$ cat src/rtl/prime_sequencer.sv
// Trial-division sequencer: walks divisors d = 2, 3, ... against a latched candidate
// through an external divider, stopping at the first exact divisor or once d*d exceeds it.
module prime_sequencer #(
  parameter int W = 16
) (
  input  logic         clk,
  input  logic         btnC,
  input  logic         start,
  input  logic [W-1:0] A,
  output logic         busy,
  output logic         done,
  output logic         prime,
  output logic [W-1:0] factor,
  output logic [W-1:0] trials,
  output logic         div_start,
  output logic [W-1:0] div_a,
  output logic [W-1:0] div_b,
  input  logic         div_done,
  input  logic [W-1:0] div_rem
);

  typedef enum logic [2:0] {IDLE, LOAD, ISSUE, WAIT, CHECK, FINISH} state_t;

  localparam logic [W-1:0] ONE = W'(1);
  localparam logic [W-1:0] TWO = W'(2);

  state_t         state_q, state_d;
  logic [W-1:0]   a_q, a_d;
  logic [W-1:0]   d_q, d_d;
  logic [W-1:0]   cnt_q, cnt_d;
  logic [W-1:0]   rem_q, rem_d;
  logic [W-1:0]   factor_q, factor_d;
  logic [W-1:0]   trials_q, trials_d;
  logic           prime_q, prime_d;
  logic [2*W-1:0] d_wide, a_wide, d_sq;

  // Full-width square so the termination test cannot wrap near the top of the range.
  always_comb begin
    d_wide = {{W{1'b0}}, d_q};
    a_wide = {{W{1'b0}}, a_q};
    d_sq   = d_wide * d_wide;
  end

  always_comb begin
    state_d   = state_q;
    a_d       = a_q;
    d_d       = d_q;
    cnt_d     = cnt_q;
    rem_d     = rem_q;
    prime_d   = prime_q;
    factor_d  = factor_q;
    trials_d  = trials_q;
    div_start = 1'b0;
    case (state_q)
      IDLE: begin
        if (start) begin
          a_d     = A;
          cnt_d   = '0;
          state_d = LOAD;
        end
      end
      LOAD: begin
        if (a_q < TWO) begin
          prime_d  = 1'b0;
          factor_d = '0;
          trials_d = cnt_q;
          state_d  = FINISH;
        end else begin
          d_d     = TWO;
          state_d = ISSUE;
        end
      end
      ISSUE: begin
        if (d_sq > a_wide) begin
          prime_d  = 1'b1;
          factor_d = '0;
          trials_d = cnt_q;
          state_d  = FINISH;
        end else begin
          div_start = 1'b1;
          cnt_d     = cnt_q + ONE;
          state_d   = WAIT;
        end
      end
      WAIT: begin
        if (div_done) begin
          rem_d   = div_rem;
          state_d = CHECK;
        end
      end
      CHECK: begin
        if (rem_q == '0) begin
          prime_d  = 1'b0;
          factor_d = d_q;
          trials_d = cnt_q;
          state_d  = FINISH;
        end else begin
          d_d     = d_q + ONE;
          state_d = ISSUE;
        end
      end
      FINISH:  state_d = IDLE;
      default: state_d = IDLE;
    endcase
  end

  // Results only change on the transition into FINISH, so they stay steady while busy.
  always_ff @(posedge clk or posedge btnC) begin
    if (btnC) begin
      state_q  <= IDLE;
      a_q      <= '0;
      d_q      <= '0;
      cnt_q    <= '0;
      rem_q    <= '0;
      prime_q  <= 1'b0;
      factor_q <= '0;
      trials_q <= '0;
    end else begin
      state_q  <= state_d;
      a_q      <= a_d;
      d_q      <= d_d;
      cnt_q    <= cnt_d;
      rem_q    <= rem_d;
      prime_q  <= prime_d;
      factor_q <= factor_d;
      trials_q <= trials_d;
    end
  end

  assign busy   = (state_q != IDLE);
  assign done   = (state_q == FINISH);
  assign prime  = prime_q;
  assign factor = factor_q;
  assign trials = trials_q;
  assign div_a  = a_q;
  assign div_b  = d_q;

endmodule

$ cat config.mk
export PLATFORM = sky130hd
export DESIGN_NAME = prime_sequencer
export DESIGN_NICKNAME = d
export VERILOG_FILES = /design/src/rtl/prime_sequencer.sv
export SDC_FILE = /design/constraint.sdc
export NUM_CORES = 1
export LEC_CHECK = 0
export ABC_AREA = 1
export BUFFER_PORTS_ARGS = -buffer_cell sky130_fd_sc_hd__buf_2
export CORE_ASPECT_RATIO = 0.6
export CORE_UTILIZATION = 57
export DETAILED_ROUTE_END_ITERATION = 12
export HOLD_SLACK_MARGIN = 0.1
export PLACE_DENSITY = 0.86
export SYNTH_ARGS = -nofsm -noshare
export SYNTH_HDL_FRONTEND = slang
export SYNTH_SLANG_ARGS = --single-unit
$ cat constraint.sdc
create_clock -name clk -period 8.15 [get_ports clk]
set_input_delay 1.63 -clock clk [delete_from_list [all_inputs] [get_ports clk]]
set_output_delay 1.63 -clock clk [all_outputs]
set_load 0.1 [all_outputs]
# --- Yosys cells after proc, flatten, opt, wreduce, memory -nomap -nowiden ---
# Cells that the tools add are included.
word_totals:
  register_bits: 100
  inputBits: 36
classes:
  addsub: 2
  n_eq_ne: 13
  reduce_logical: 12
  mul: 1
  magnitude_cmp: 2
  muxes: 26
ops:
  columns: ["op", "count"]
  rows:
  - ["16-bit two-way mux", 10]
  - ["16-bit case mux with 3 select lines", 2]
  - ["16-bit case mux with 2 select lines", 2]
  - ["16-bit by 1-bit adder with 16-bit output (second input constant)", 2]
  - ["32-bit by 16-bit greater-than comparator with 1-bit output", 1]
  - ["16-bit by 16-bit multiplier with 32-bit output", 1]
  - ["16-bit logical NOT", 1]
  - ["16-bit by 2-bit < comparator with 1-bit output (second input constant)", 1]
  - ["2-bit != test (second input constant)", 8]
  - ["3-bit two-way mux", 5]
  - ["3-bit case mux with 5 select lines", 1]
  - ["3-bit by 2-bit equality test with 1-bit output (second input constant)", 2]
  - ["3-bit equality test (second input constant)", 2]
  - ["2-bit AND reduction", 3]
  - ["3-bit AND reduction", 2]
  - ["3-bit nonzero test", 2]
  - ["1-bit two-way mux", 5]
  - ["4-bit AND reduction", 1]
  - ["2-bit nonzero test", 2]
  - ["3-bit by 1-bit equality test with 1-bit output (second input constant)", 1]
  - ["3-bit logical NOT", 1]
  - ["1-bit case mux with 3 select lines", 1]

# --- Depth between registers and ports, before layout ---
logic_depth:
  depth_word: 4
  mapped_depth: 44

# --- Worst setup path after synthesis ---
# No wires, ideal clock.
synth_timing:
  kind: "flip-flop to output port"
  start: "register d_q[9] (netlist: div_b[9])"
  end: "output port div_start"
  stages_incl_launch_ff: 35
  arrival_ns: 7.682
  setup_slack_ns: -1.162
  path_buffers: 2
  path_cell_list: "dfrtp_1 clkbuf_1 clkbuf_1 nand2_1 fa_1 inv_1 fa_1 inv_1 fa_1 inv_1 fa_1 fa_1 inv_1 fa_1 inv_1 ha_1 nand2_1 nor2_1 nand2_1 nand2_1 xor2_1 ha_1 nand2_1 inv_1 nand3_1 inv_1 a21oi_1 nand2_1 nand2_1 nand3_1 nor2_1 nand2_1 nor3_2 nand3_2 inv_1"
synth_between:
  elab_chain_cells: 4
synth_rtl:
  columns: ["element", "line_no", "source"]
  rows:
  - ["start, declared", "29", "logic [W-1:0] d_q, d_d;"]
  - ["start signal, assigned", "112", "d_q <= '0;"]
  - ["start signal, assigned", "121", "d_q <= d_d;"]
  - ["16-bit by 16-bit multiplier with 32-bit output", "41", "d_sq = d_wide * d_wide;"]
  - ["32-bit by 16-bit greater-than comparator with 1-bit output", "74", "if (d_sq > a_wide) begin"]
  - ["1-bit two-way mux", "74", null]
  - ["1-bit two-way mux", "54", "case (state_q)"]
  - ["end, declared", "15", "output logic div_start,"]
# No other way between the ends.

# --- Worst setup path after layout ---
layout_timing:
  start: "register d_q[1] (netlist: div_b[1])"
  end: "output port div_start"
# Same word-level chain as after synthesis.

==> run metrics <==
status finished, violations left; failing checks setup timing; WP depth 38; Die X slightly below 200 um; Yosys cell types 38; Mean Syn Cell Area between 7 and 8 um^2; fillers between 1500 and 2000; Clk Tree Root Cell clkbuf_16; H-tree lvl count 3; first-pass GRT wire length approximately 60000 um; min-delay worst type flip-flop to flip-flop; Worst Setup Path Type flip-flop to primary output; power per cell area roughly 160 nW/um^2; Final period util 1.05; slowest CP cell fa_1; CTS tree yes; Synth Register Bits 100; Diodes inserted 0; worst vdd ir 336 uV; Placed Cells roughly 2200; sequential area share after synthesis 0.189; Core Util, Final 0.678; die height approximately 120 um; Syn. warnings 0; Reg-to-Reg Start div_b[1]$_DFFE_PP0P_; Bufs on Longest Clock Path 2; Setup Skew around 0.0093 ns; slowest cell delay on critical path between 0.5 and 0.6 ns; Min Clock Period, post-route about 8.5 ns; GRT overflow 0; Post-DRT Antenna Nets 0; Worst-path clk slew ~0.070 ns; port bufs approximately 100; pin count of the biggest net entering global routing 77; Storage cell area about 2500 um^2; Worst R2R Path Depth 52; most used cell, CP nand2_1; row cnt 42; area of the multi-input gates 9100 um^2; WL per Instance 16.7 um; CP top delay family adder cells; Layout Cells excl Fill about 2200; reg-to-reg setup timing slack -0.04 ns; RSZ-0062 raised after global routing yes; worst path arrival time 6.89 ns; final wirelength around 37000 um; Worst Path Max Fanout 5; via count 11900; crit path capture type primary output; reg-to-reg endpoint cnt_q[12]$_DFFE_PP0P_; Placeable Area around 22000 um^2; vias per cell approximately 5.4; Area growth syn-to-layout 14.8%; Worst setup SP type flip-flop; CTS Sinks 100; detailed-router iteration count before antenna repair 6; Tot Pwr about 2.4 mW; Cell Area, Synth roughly 13000 um^2; GRT Util Overall 0.323; Critical Path Sink div_start; Max Cap Viol 0; relative slew slack 0.344; vias in the first global route around 11000; WP data required roughly 6.5 ns; DRC violations left 0; setup violators final 17; Achievable Freq 0.117 GHz; initial antenna violation count 0; Final WS setup -0.371 ns; Slew Limit Fails 0; Critical path origin div_b[1]$_DFFE_PP0P_; Syn Nets around 2100; Mapped Cells 1762; Die Area 23800 um^2; io pins 104; commonest non-fill, non-tap cell in the layout nand2_1; Fin. Hold Viols 0; Slew @ Worst Pin 0.985 ns; clk_lat worst skew 0.35 ns; leakage power ~9.4 nW; starting density of the core 0.590; GPL Wtd Cong between 0.9 and 1; layout cell share with drive strength beyond 1 0.160; hold buffer count at cts 0; DP HPWL 30300 um; Crit path buffers/inverters 12; commonest non-fill, non-tap cells in the layout 475 x nand2_1, 429 x inv_1, 161 x fa_1; Final nets about 2200; CTS Buf Count 9; Initial DRC Count about 1200
## synthesized netlist by cell type
library cell	n	area, um^2
o21ai_0	12	60.1
mux2_2	18	203
nand3_2	1	10.0
fa_1	163	3260
xor2_1	29	254
nand2_4	1	11.3
ha_1	118	1480
xnor2_1	5	43.8
nand3b_1	8	60.1
buf_1	5	18.8
a31oi_1	2	12.5
clkinv_1	2	7.51
buf_6	4	45.0
nor2_1	115	432
nor4_1	9	56.3
clkbuf_1	41	154
inv_1	438	1640
and2_1	5	31.3
inv_2	1	3.75
nand4_1	45	282
nor3_1	17	85.1
a21o_1	1	7.51
nor3_2	2	20.0
a21oi_1	50	250
or2_0	1	6.26
nand3_1	55	275
buf_4	1	7.51
buf_2	3	15.0
nor3b_1	3	22.5
or2_2	3	18.8
nand3_4	1	17.5
nand2_2	2	12.5
a31o_2	1	8.76
nand2_1	493	1850
nor2_2	2	12.5
dfrtp_1	100	2500
o22ai_1	1	6.26
o21bai_1	4	30.0
## routing by layer
layer / GRT usage / up-vias / wire [um]
met4: 0.0500 / 0 / 414
met5: 0 / - / 0
met2: 0.464 / 587 / 15600
li1: - / 5534 / -
met1: 0.493 / 5742 / 17100
met3: 0.0868 / 33 / 3890
## area by class of cell
class | count | share of cell area
multi-input cells | 1167 | 0.600
flip-flops and latches | 100 | 0.166
inverters | 441 | 0.109
repair buffers | 188 | 0.0787
well taps | 308 | 0.0254
clock buffers | 11 | 0.0160
clock inverters | 5 | 0.00437
## stage by stage
stage / cell area (um^2) / hold slack [ns] / setup slack, ns / TNS [ns]
final: 15200 / 0.471 / -0.371 / -0.760
after global routing: 15200 / 0.502 / -0.616 / -5.85
after CTS: 15100 / 0.472 / -0.295 / -0.295
after detailed placement: 14600 / 0.454 / -0.118 / -0.118
after global placement: 14600 / 0.450 / -0.0645 / -0.0645
after floorplan: 13600 / 0.480 / -0.205 / -0.205
## worst min path at each step
| stage | cells past startpoint | end | slack, ns | from |
|---|---|---|---|---|
| 4_1_cts | 2 | trials[2]$_DFFE_PP0P_ | 0.47 | trials[2]$_DFFE_PP0P_ |
| 6_report | 2 | factor[15]$_DFFE_PP0P_ | 0.47 | factor[15]$_DFFE_PP0P_ |
| 5_1_grt | 2 | trials[1]$_DFFE_PP0P_ | 0.50 | trials[1]$_DFFE_PP0P_ |
| 2_1_floorplan | 1 | rem_q[12]$_DFFE_PP0P_ | 0.48 | rem_q[12]$_DFFE_PP0P_ |
| 3_5_place_dp | 2 | trials[2]$_DFFE_PP0P_ | 0.45 | trials[2]$_DFFE_PP0P_ |
| 3_3_place_gp | 2 | factor[7]$_DFFE_PP0P_ | 0.45 | factor[7]$_DFFE_PP0P_ |
## power by group
| part | switching [mW] | internal (mW) | leakage, nW |
|---|---|---|---|
| registers | 0.0841 | 0.602 | 1.27 |
| logic | 0.980 | 0.251 | 8.01 |
| clock network | 0.207 | 0.252 | 0.149 |
## kinds of logic (layout without fill, tap and decap cells)
kind of cell / count (synthesis) / count (layout) / share of synthesized area
fa+ha+maj: 281 / 281 / 0.359
xor+xnor: 34 / 34 / 0.0225
mux: 18 / 18 / 0.0153
flops: 100 / 100 / 0.189
buf+inv: 495 / 645 / 0.143
simple gates: 763 / 763 / 0.242
compound gates: 71 / 71 / 0.0284
## registers in the layout, indices dropped and copies added (netlist names)
register  flops
factor       16
prime         1
div_a        16
div_b        16
rem_q        16
trials       16
cnt_q        16
state_q       3
## worst min-delay path: cells and delay by family, from the launching register on
| family | cells | cell delay [ns] |
|---|---|---|
| simple gates | 2 | 0.09 |
| flops | 1 | 0.35 |
## timing repair
| item | 4_1_cts | 5_1_grt |
|---|---|---|
| resized for setup | 15 | 10 |
| setup buffers | 15 | 6 |
| setup endpoints to repair | 1 | 19 |
| pin swaps | 15 | 22 |
(Power assumes the default switching activity.)
